$ cat src/rtl/adc_sample_capture.sv
// adc_sample_capture
//   Digital-side consumer of a SAR ADC. Divides the core clock to make the
//   ADC conversion clock, captures one sample per conversion on the falling
//   edge of that clock, box-car averages 2^dec_eff samples and queues the
//   averages in a small FIFO drained through a valid/ready port.
//
// Ports
//   clock, reset        core clock, synchronous active-high reset
//   enable              run conversions (low = idle)
//   clk_div             adc_clock half-period minus one, in core cycles
//   dec_log2            decimation exponent, clamped to DEC_MAX
//   adc_clock           conversion clock to the analog macro
//   adc_data            ADC result, stable around adc_clock falling edges
//   out_valid/ready     FIFO head handshake, out_bits = head entry
//   fifo_count          FIFO occupancy
//   overflow            sticky drop flag, cleared by clear_overflow
module adc_sample_capture #(
  parameter int DATA_W     = 8,
  parameter int FIFO_DEPTH = 8,
  parameter int DIV_W      = 8,
  parameter int DEC_MAX    = 4
) (
  input  logic                          clock,
  input  logic                          reset,
  input  logic                          enable,
  input  logic [DIV_W-1:0]              clk_div,
  input  logic [2:0]                    dec_log2,
  output logic                          adc_clock,
  input  logic [DATA_W-1:0]             adc_data,
  output logic                          out_valid,
  input  logic                          out_ready,
  output logic [DATA_W-1:0]             out_bits,
  output logic [$clog2(FIFO_DEPTH):0]   fifo_count,
  output logic                          overflow,
  input  logic                          clear_overflow
);

  localparam int AW    = $clog2(FIFO_DEPTH);
  localparam int ACC_W = DATA_W + DEC_MAX;
  localparam int CNT_W = DEC_MAX + 1;

  typedef enum logic {S_IDLE, S_RUN} state_t;

  state_t                r_state, w_state_nxt;
  logic [DIV_W-1:0]      r_div_cnt;
  logic                  r_adc_clk;
  logic                  r_smp_vld;
  logic [DATA_W-1:0]     r_sample;
  logic [ACC_W-1:0]      r_acc;
  logic [CNT_W-1:0]      r_smp_cnt;
  logic [2:0]            r_dec_eff;
  logic [DATA_W-1:0]     r_mem [FIFO_DEPTH];
  logic [AW-1:0]         r_rd_ptr, r_wr_ptr;
  logic [AW:0]           r_count;
  logic [DATA_W-1:0]     r_last;
  logic                  r_ovf;

  logic                  w_run, w_tc, w_strobe;
  logic [2:0]            w_dec_in, w_dec_cur;
  logic [ACC_W-1:0]      w_acc_sum;
  logic [CNT_W-1:0]      w_cnt_nxt;
  logic                  w_done, w_push, w_pop, w_full, w_wr;
  logic [DATA_W-1:0]     w_result;

  // ---------------- FSM ----------------
  always_ff @(posedge clock) begin
    if (reset) r_state <= S_IDLE;
    else       r_state <= w_state_nxt;
  end

  always_comb begin
    w_state_nxt = r_state;
    case (r_state)
      S_IDLE:  if (enable)  w_state_nxt = S_RUN;
      S_RUN:   if (!enable) w_state_nxt = S_IDLE;
      default: w_state_nxt = S_IDLE;
    endcase
  end

  assign w_run = (r_state == S_RUN);

  // ---------------- clock divider ----------------
  // Equality terminal count: if clk_div drops below the running count the
  // counter simply wraps through 2^DIV_W-1, so no short adc_clock phase.
  assign w_tc     = (r_div_cnt == clk_div);
  assign w_strobe = w_run && enable && w_tc && r_adc_clk;

  always_ff @(posedge clock) begin
    if (reset || !w_run || !enable) begin
      r_div_cnt <= '0;
      r_adc_clk <= 1'b0;
    end else if (w_tc) begin
      r_div_cnt <= '0;
      r_adc_clk <= ~r_adc_clk;
    end else begin
      r_div_cnt <= r_div_cnt + DIV_W'(1);
    end
  end

  assign adc_clock = r_adc_clk;

  // Sample register: adc_data taken at the edge that drives adc_clock low.
  always_ff @(posedge clock) begin
    if (reset) begin
      r_smp_vld <= 1'b0;
      r_sample  <= '0;
    end else begin
      r_smp_vld <= w_strobe;
      if (w_strobe) r_sample <= adc_data;
    end
  end

  // ---------------- decimating accumulator ----------------
  assign w_dec_in  = (int'(dec_log2) > DEC_MAX) ? 3'(DEC_MAX) : dec_log2;
  // First sample of a block uses the live setting; the rest use the latch.
  assign w_dec_cur = (r_smp_cnt == '0) ? w_dec_in : r_dec_eff;
  assign w_acc_sum = r_acc + ACC_W'(r_sample);
  assign w_cnt_nxt = r_smp_cnt + CNT_W'(1);
  assign w_done    = (w_cnt_nxt == (CNT_W'(1) << w_dec_cur));
  assign w_result  = DATA_W'(w_acc_sum >> w_dec_cur);
  assign w_push    = r_smp_vld && w_run && w_done;

  always_ff @(posedge clock) begin
    if (reset || !w_run) begin
      r_acc     <= '0;
      r_smp_cnt <= '0;
      r_dec_eff <= '0;
    end else if (r_smp_vld) begin
      if (r_smp_cnt == '0) r_dec_eff <= w_dec_in;
      if (w_done) begin
        r_acc     <= '0;
        r_smp_cnt <= '0;
      end else begin
        r_acc     <= w_acc_sum;
        r_smp_cnt <= w_cnt_nxt;
      end
    end
  end

  // ---------------- result FIFO ----------------
  assign w_pop  = out_valid && out_ready;
  assign w_full = (r_count == (AW+1)'(FIFO_DEPTH));
  // A full FIFO still accepts a write when the head leaves in the same cycle.
  assign w_wr   = w_push && (!w_full || w_pop);

  always_ff @(posedge clock) begin
    if (w_wr) r_mem[r_wr_ptr] <= w_result;
  end

  always_ff @(posedge clock) begin
    if (reset) begin
      r_rd_ptr <= '0;
      r_wr_ptr <= '0;
      r_count  <= '0;
      r_last   <= '0;
      r_ovf    <= 1'b0;
    end else begin
      if (w_wr)  r_wr_ptr <= r_wr_ptr + AW'(1);
      if (w_pop) begin
        r_rd_ptr <= r_rd_ptr + AW'(1);
        r_last   <= r_mem[r_rd_ptr];
      end
      case ({w_wr, w_pop})
        2'b10:   r_count <= r_count + (AW+1)'(1);
        2'b01:   r_count <= r_count - (AW+1)'(1);
        default: r_count <= r_count;
      endcase
      // Set has priority over clear.
      if (w_push && w_full && !w_pop) r_ovf <= 1'b1;
      else if (clear_overflow)        r_ovf <= 1'b0;
    end
  end

  assign out_valid  = (r_count != '0);
  // Empty FIFO keeps showing the last popped value.
  assign out_bits   = out_valid ? r_mem[r_rd_ptr] : r_last;
  assign fifo_count = r_count;
  assign overflow   = r_ovf;

endmodule

$ cat config.mk
export PLATFORM = sky130hd
export DESIGN_NAME = adc_sample_capture
export DESIGN_NICKNAME = d
export VERILOG_FILES = /design/src/rtl/adc_sample_capture.sv
export SDC_FILE = /design/constraint.sdc
export NUM_CORES = 1
export LEC_CHECK = 0
export ABC_AREA = 1
export BUFFER_PORTS_ARGS = -buffer_cell sky130_fd_sc_hd__buf_2
export CORE_MARGIN = 2
export CORE_UTILIZATION = 61
export CTS_CLUSTER_SIZE = 10
export DETAILED_ROUTE_END_ITERATION = 8
export GPL_ROUTABILITY_DRIVEN = 0
export PLACE_DENSITY = 0.8
export SLEW_MARGIN = 25
export SYNTH_ARGS = -nofsm -noshare
export SYNTH_HDL_FRONTEND = slang
export SYNTH_SLANG_ARGS = --single-unit
$ cat constraint.sdc
create_clock -name clock -period 3.8 [get_ports clock]
set_clock_uncertainty 0.1 [all_clocks]
set_input_delay 0.38 -clock clock [delete_from_list [all_inputs] [get_ports clock]]
set_output_delay 0.38 -clock clock [all_outputs]
set_load 0.01 [all_outputs]
==> impl_summary.txt <==
----------------------------------------------------
[Status]
  Run status ... completed

[Timing]
  Tightest Pin Transition ... 0.862 ns
  Worst hold margin ... ~0.011 ns
  Ratio of final minimum period to clock period ... 88.1%
  Headroom to the max-slew limit ... 42.4%
  Count of endpoints failing hold in the final timing report ... 0
  Post-route setup TNS ... 0 ns
  Final worst-path setup slack ... 0.453 ns
  Unrepaired setup endpoints after global routing ... no
  Final max-slew violation count ... 0
  Peak clock frequency supported by timing ... 0.299 GHz
  Final setup viols ... 0
  Minimum period implied by the final worst setup slack ... 3.35 ns

[CTS]
  Number of buffers created by CTS ... 17
  Gates resized, CTS repair ... 0
  Number of sinks driven by the clock tree ... 125
  H-tree levels ... 4
  Clock tree from TritonCTS ... yes
  Number of buffers inserted by hold repair at cts ... 0
  Maximum count of clock buffers along a single path ... 2
  Clock latency on the worst-skew pair ... 0.52 ns
  Post-CTS setup repair buffer count ... 0
  Reg clk slew, reported paths ... 0.06 ns
  Cell at the root of the clock tree ... clkbuf_8

[Global routing]
  Overall global routing resource usage ... 25.4%
  Residual overflow from global routing ... 0
  Initial antenna violation count ... 0
  Wire length of the first global-routing pass ... 20.8 mm
  Largest net degree at the start of global routing ... 33
  Vias in the first global route ... 4408

[Setup path]
  Kind of cell adding the most delay to the critical path ... simple AND/OR/NAND/NOR gates
  Data arrival time of the critical path ... approximately 3.4 ns
  Worst Setup Path Type ... reg -> reg
  Kind of start point of the critical path ... flop
  CP max-delay cell ... nor2_1
  Number of cells on the worst reg-to-reg path ... 16
  CP Capture Type ... flop
  Series of cell instances along the critical path ... inv_1 > ha_1 > inv_1 > nor2_2 > nand2_4 > inv_2 > nand2_1 > nand2_1 > nand4_1 > nand2_1 > nand2_1 > nor2_4 > nand3_4 > nor2_8 > nand2_1 > nor2_1
  CP max stage delay ... 0.61 ns
  Crit path buf inv count ... 3
  Data required time of the worst path ... around 3.9 ns
  Crit Path Max Fanout ... 15
  Crit path top cell by count ... nand2_1
  Number of cells on the critical path ... 16

[Final layout]
  Most common library cell in the layout ignoring fill and taps ... nand2_1
  Share of layout cells above drive strength 1 ... 15.4%
  Filler-free cell count of the finished design ... 866
  Final Instance Area ... 7040 um2
  Leading cell types in the layout, fill and taps excluded ... nand2_1, nor2_1, inv_1
  Fillers ... 690
  Final core utilization ... 72.6%
  Number of antenna cells inserted ... 0
  Number of nets in the final layout ... between 700 and 800
  Layout overhead on the synthesized area ... 16.7%

[Die]
  Chip Height ... about 100 um
  Number of I/O pins ... 39
  Die X-Extent ... 103 um
  Full die area ... 10700 um2
  Starting utilization of the core area ... between 60% and 70%
  Core Region ... 9680 um2
  Row count ... 36

[Placement]
  Cell Count Post-Placement ... between 800 and 900
  Number of I/O port buffers ... 38
  Post-detail-place hpwl ... 8.93 mm
  Pre-CTS setup slack ... about 0.51 ns
  Area after DPL ... 6400 um2

[Routing]
  Drt first pass iters ... 5
  Routed vias/inst ... 5.62
  Remaining antenna violation count after routing ... 0
  Routed via count ... 4869
  Post-detailed-route DRC marker count ... 0
  Detailed-route wire length ... 13.2 mm
  Detail-routed net length per standard cell ... about 15 um
  First-iteration detailed-routing DRC count ... 300

[Hold path]
  Number of cells traversed by the worst hold path ... 3
  Hold Crit Class ... in -> reg

[Job]
  Max cap viols ... 0

[Pwr]
  Lkg Pwr ... 2.78 nW
  Total power ... approximately 4.3 mW
  Worst vdd rail ir drop ... 0.384 mV
  Power per Cell Area ... 610 nW/um2

[Synth]
  Sequential-to-total area share from yosys stat ... 52.1%
  Syn avg cell area ... approximately 9.0 um2
  Post-synthesis instance total ... 672
  Yosys reg bits ... 125
  Cell area after synthesis ... 6030 um2
  Post-synth cell types ... 42
  Synthesized netlist net count ... 711
  Number of warning messages in the yosys log ... 0

----------------------------------------------------
==> worst reg2reg max path, cell delays in order (launching register included) <==
cell,delay (ns)
dfxtp_1,0.33
inv_1,0.11
ha_1,0.17
inv_1,0.05
nor2_2,0.18
nand2_4,0.11
inv_2,0.07
nand2_1,0.05
nand2_1,0.32
nand4_1,0.16
nand2_1,0.10
nand2_1,0.08
nor2_4,0.13
nand3_4,0.14
nor2_8,0.14
nand2_1,0.13
nor2_1,0.61
==> cell families after synthesis <==
kind of cell	share of synthesized area [%]
adder cells (fa/ha/maj)	3.24
XOR/XNOR	3.05
multiplexers	1.49
buffers and inverters	5.69
AND/OR/NAND/NOR	20.0
AO/OA/AOI/OAI	14.4
flip-flops	52.1
==> power by group <==
part           total [mW]  switching (mW)  internal (mW)
combinational        1.01           0.644          0.361
clock                1.70           0.637           1.06
sequential           1.59          0.0928           1.50
total                4.29            1.37           2.92
==> path summary, 6_finish.rpt <==
path                startpoint  slack (ns)           to
setup / recovery  r_smp_cnt[0]        0.45  r_mem[0][2]
hold / removal          enable        0.01      r_state
setup reg to reg  r_smp_cnt[0]        0.45  r_mem[0][2]
hold reg to reg    r_sample[6]        0.37  r_sample[6]
==> Yosys cell counts (all sizes together) <==
| cell type | n | area share, % |
|---|---|---|
| a211oi | 8 | 1.0 |
| a21o | 1 | 0.12 |
| a21oi | 47 | 4.0 |
| a22o | 1 | 0.15 |
| a2bb2oi | 1 | 0.15 |
| buf | 3 | 0.25 |
| clkbuf | 20 | 1.3 |
| clkinv | 1 | 0.062 |
| dfxtp | 61 | 20 |
| edfxtp | 64 | 32 |
| fa | 1 | 0.33 |
| ha | 14 | 2.9 |
| inv | 66 | 4.1 |
| mux2i | 9 | 1.5 |
| nand2 | 130 | 9.0 |
| nand3 | 31 | 2.8 |
| nand4 | 9 | 0.93 |
| nor2 | 76 | 5.7 |
| nor3 | 8 | 0.66 |
| nor3b | 1 | 0.12 |
| nor4 | 2 | 0.21 |
| o211ai | 5 | 0.62 |
| o21a | 1 | 0.12 |
| o21ai | 66 | 5.5 |
| o221ai | 9 | 1.3 |
| o22ai | 1 | 0.10 |
| o311ai | 1 | 0.15 |
| o32ai | 8 | 1.2 |
| or2 | 6 | 0.62 |
| xnor2 | 4 | 0.58 |
| xor2 | 17 | 2.5 |
==> area by class of cell <==
type                            instances  area [um2]  share of cell area (%)
Clock inverter                         10         109                    1.55
Sequential cell                       125        3140                    44.7
Timing Repair Buffer                   52         295                    4.20
Tap cell                              133         166                    2.37
Multi-Input combinational cell        457        2540                    36.1
Inverter                               67         251                    3.57
Clock buffer                           22         528                    7.50
==> sequential cells by signal (all words and copies together), names as in the netlist, 3 cells and up, named ones only <==
name        flops
fifo_count      4
r_acc          12
r_dec_eff       3
r_div_cnt       8
r_last          8
r_mem          64
r_rd_ptr        3
r_sample        8
r_smp_cnt       5
r_wr_ptr        3
==> routing by layer <==
metal	up-vias	global-route usage (%)	wire length [um]
li1	2411	-	-
met1	2268	31.3	5490
met2	162	44.5	6830
met3	28	4.30	601
met4	0	10.1	290
met5	-	0	0
Power figures use the tool's default switching activity.
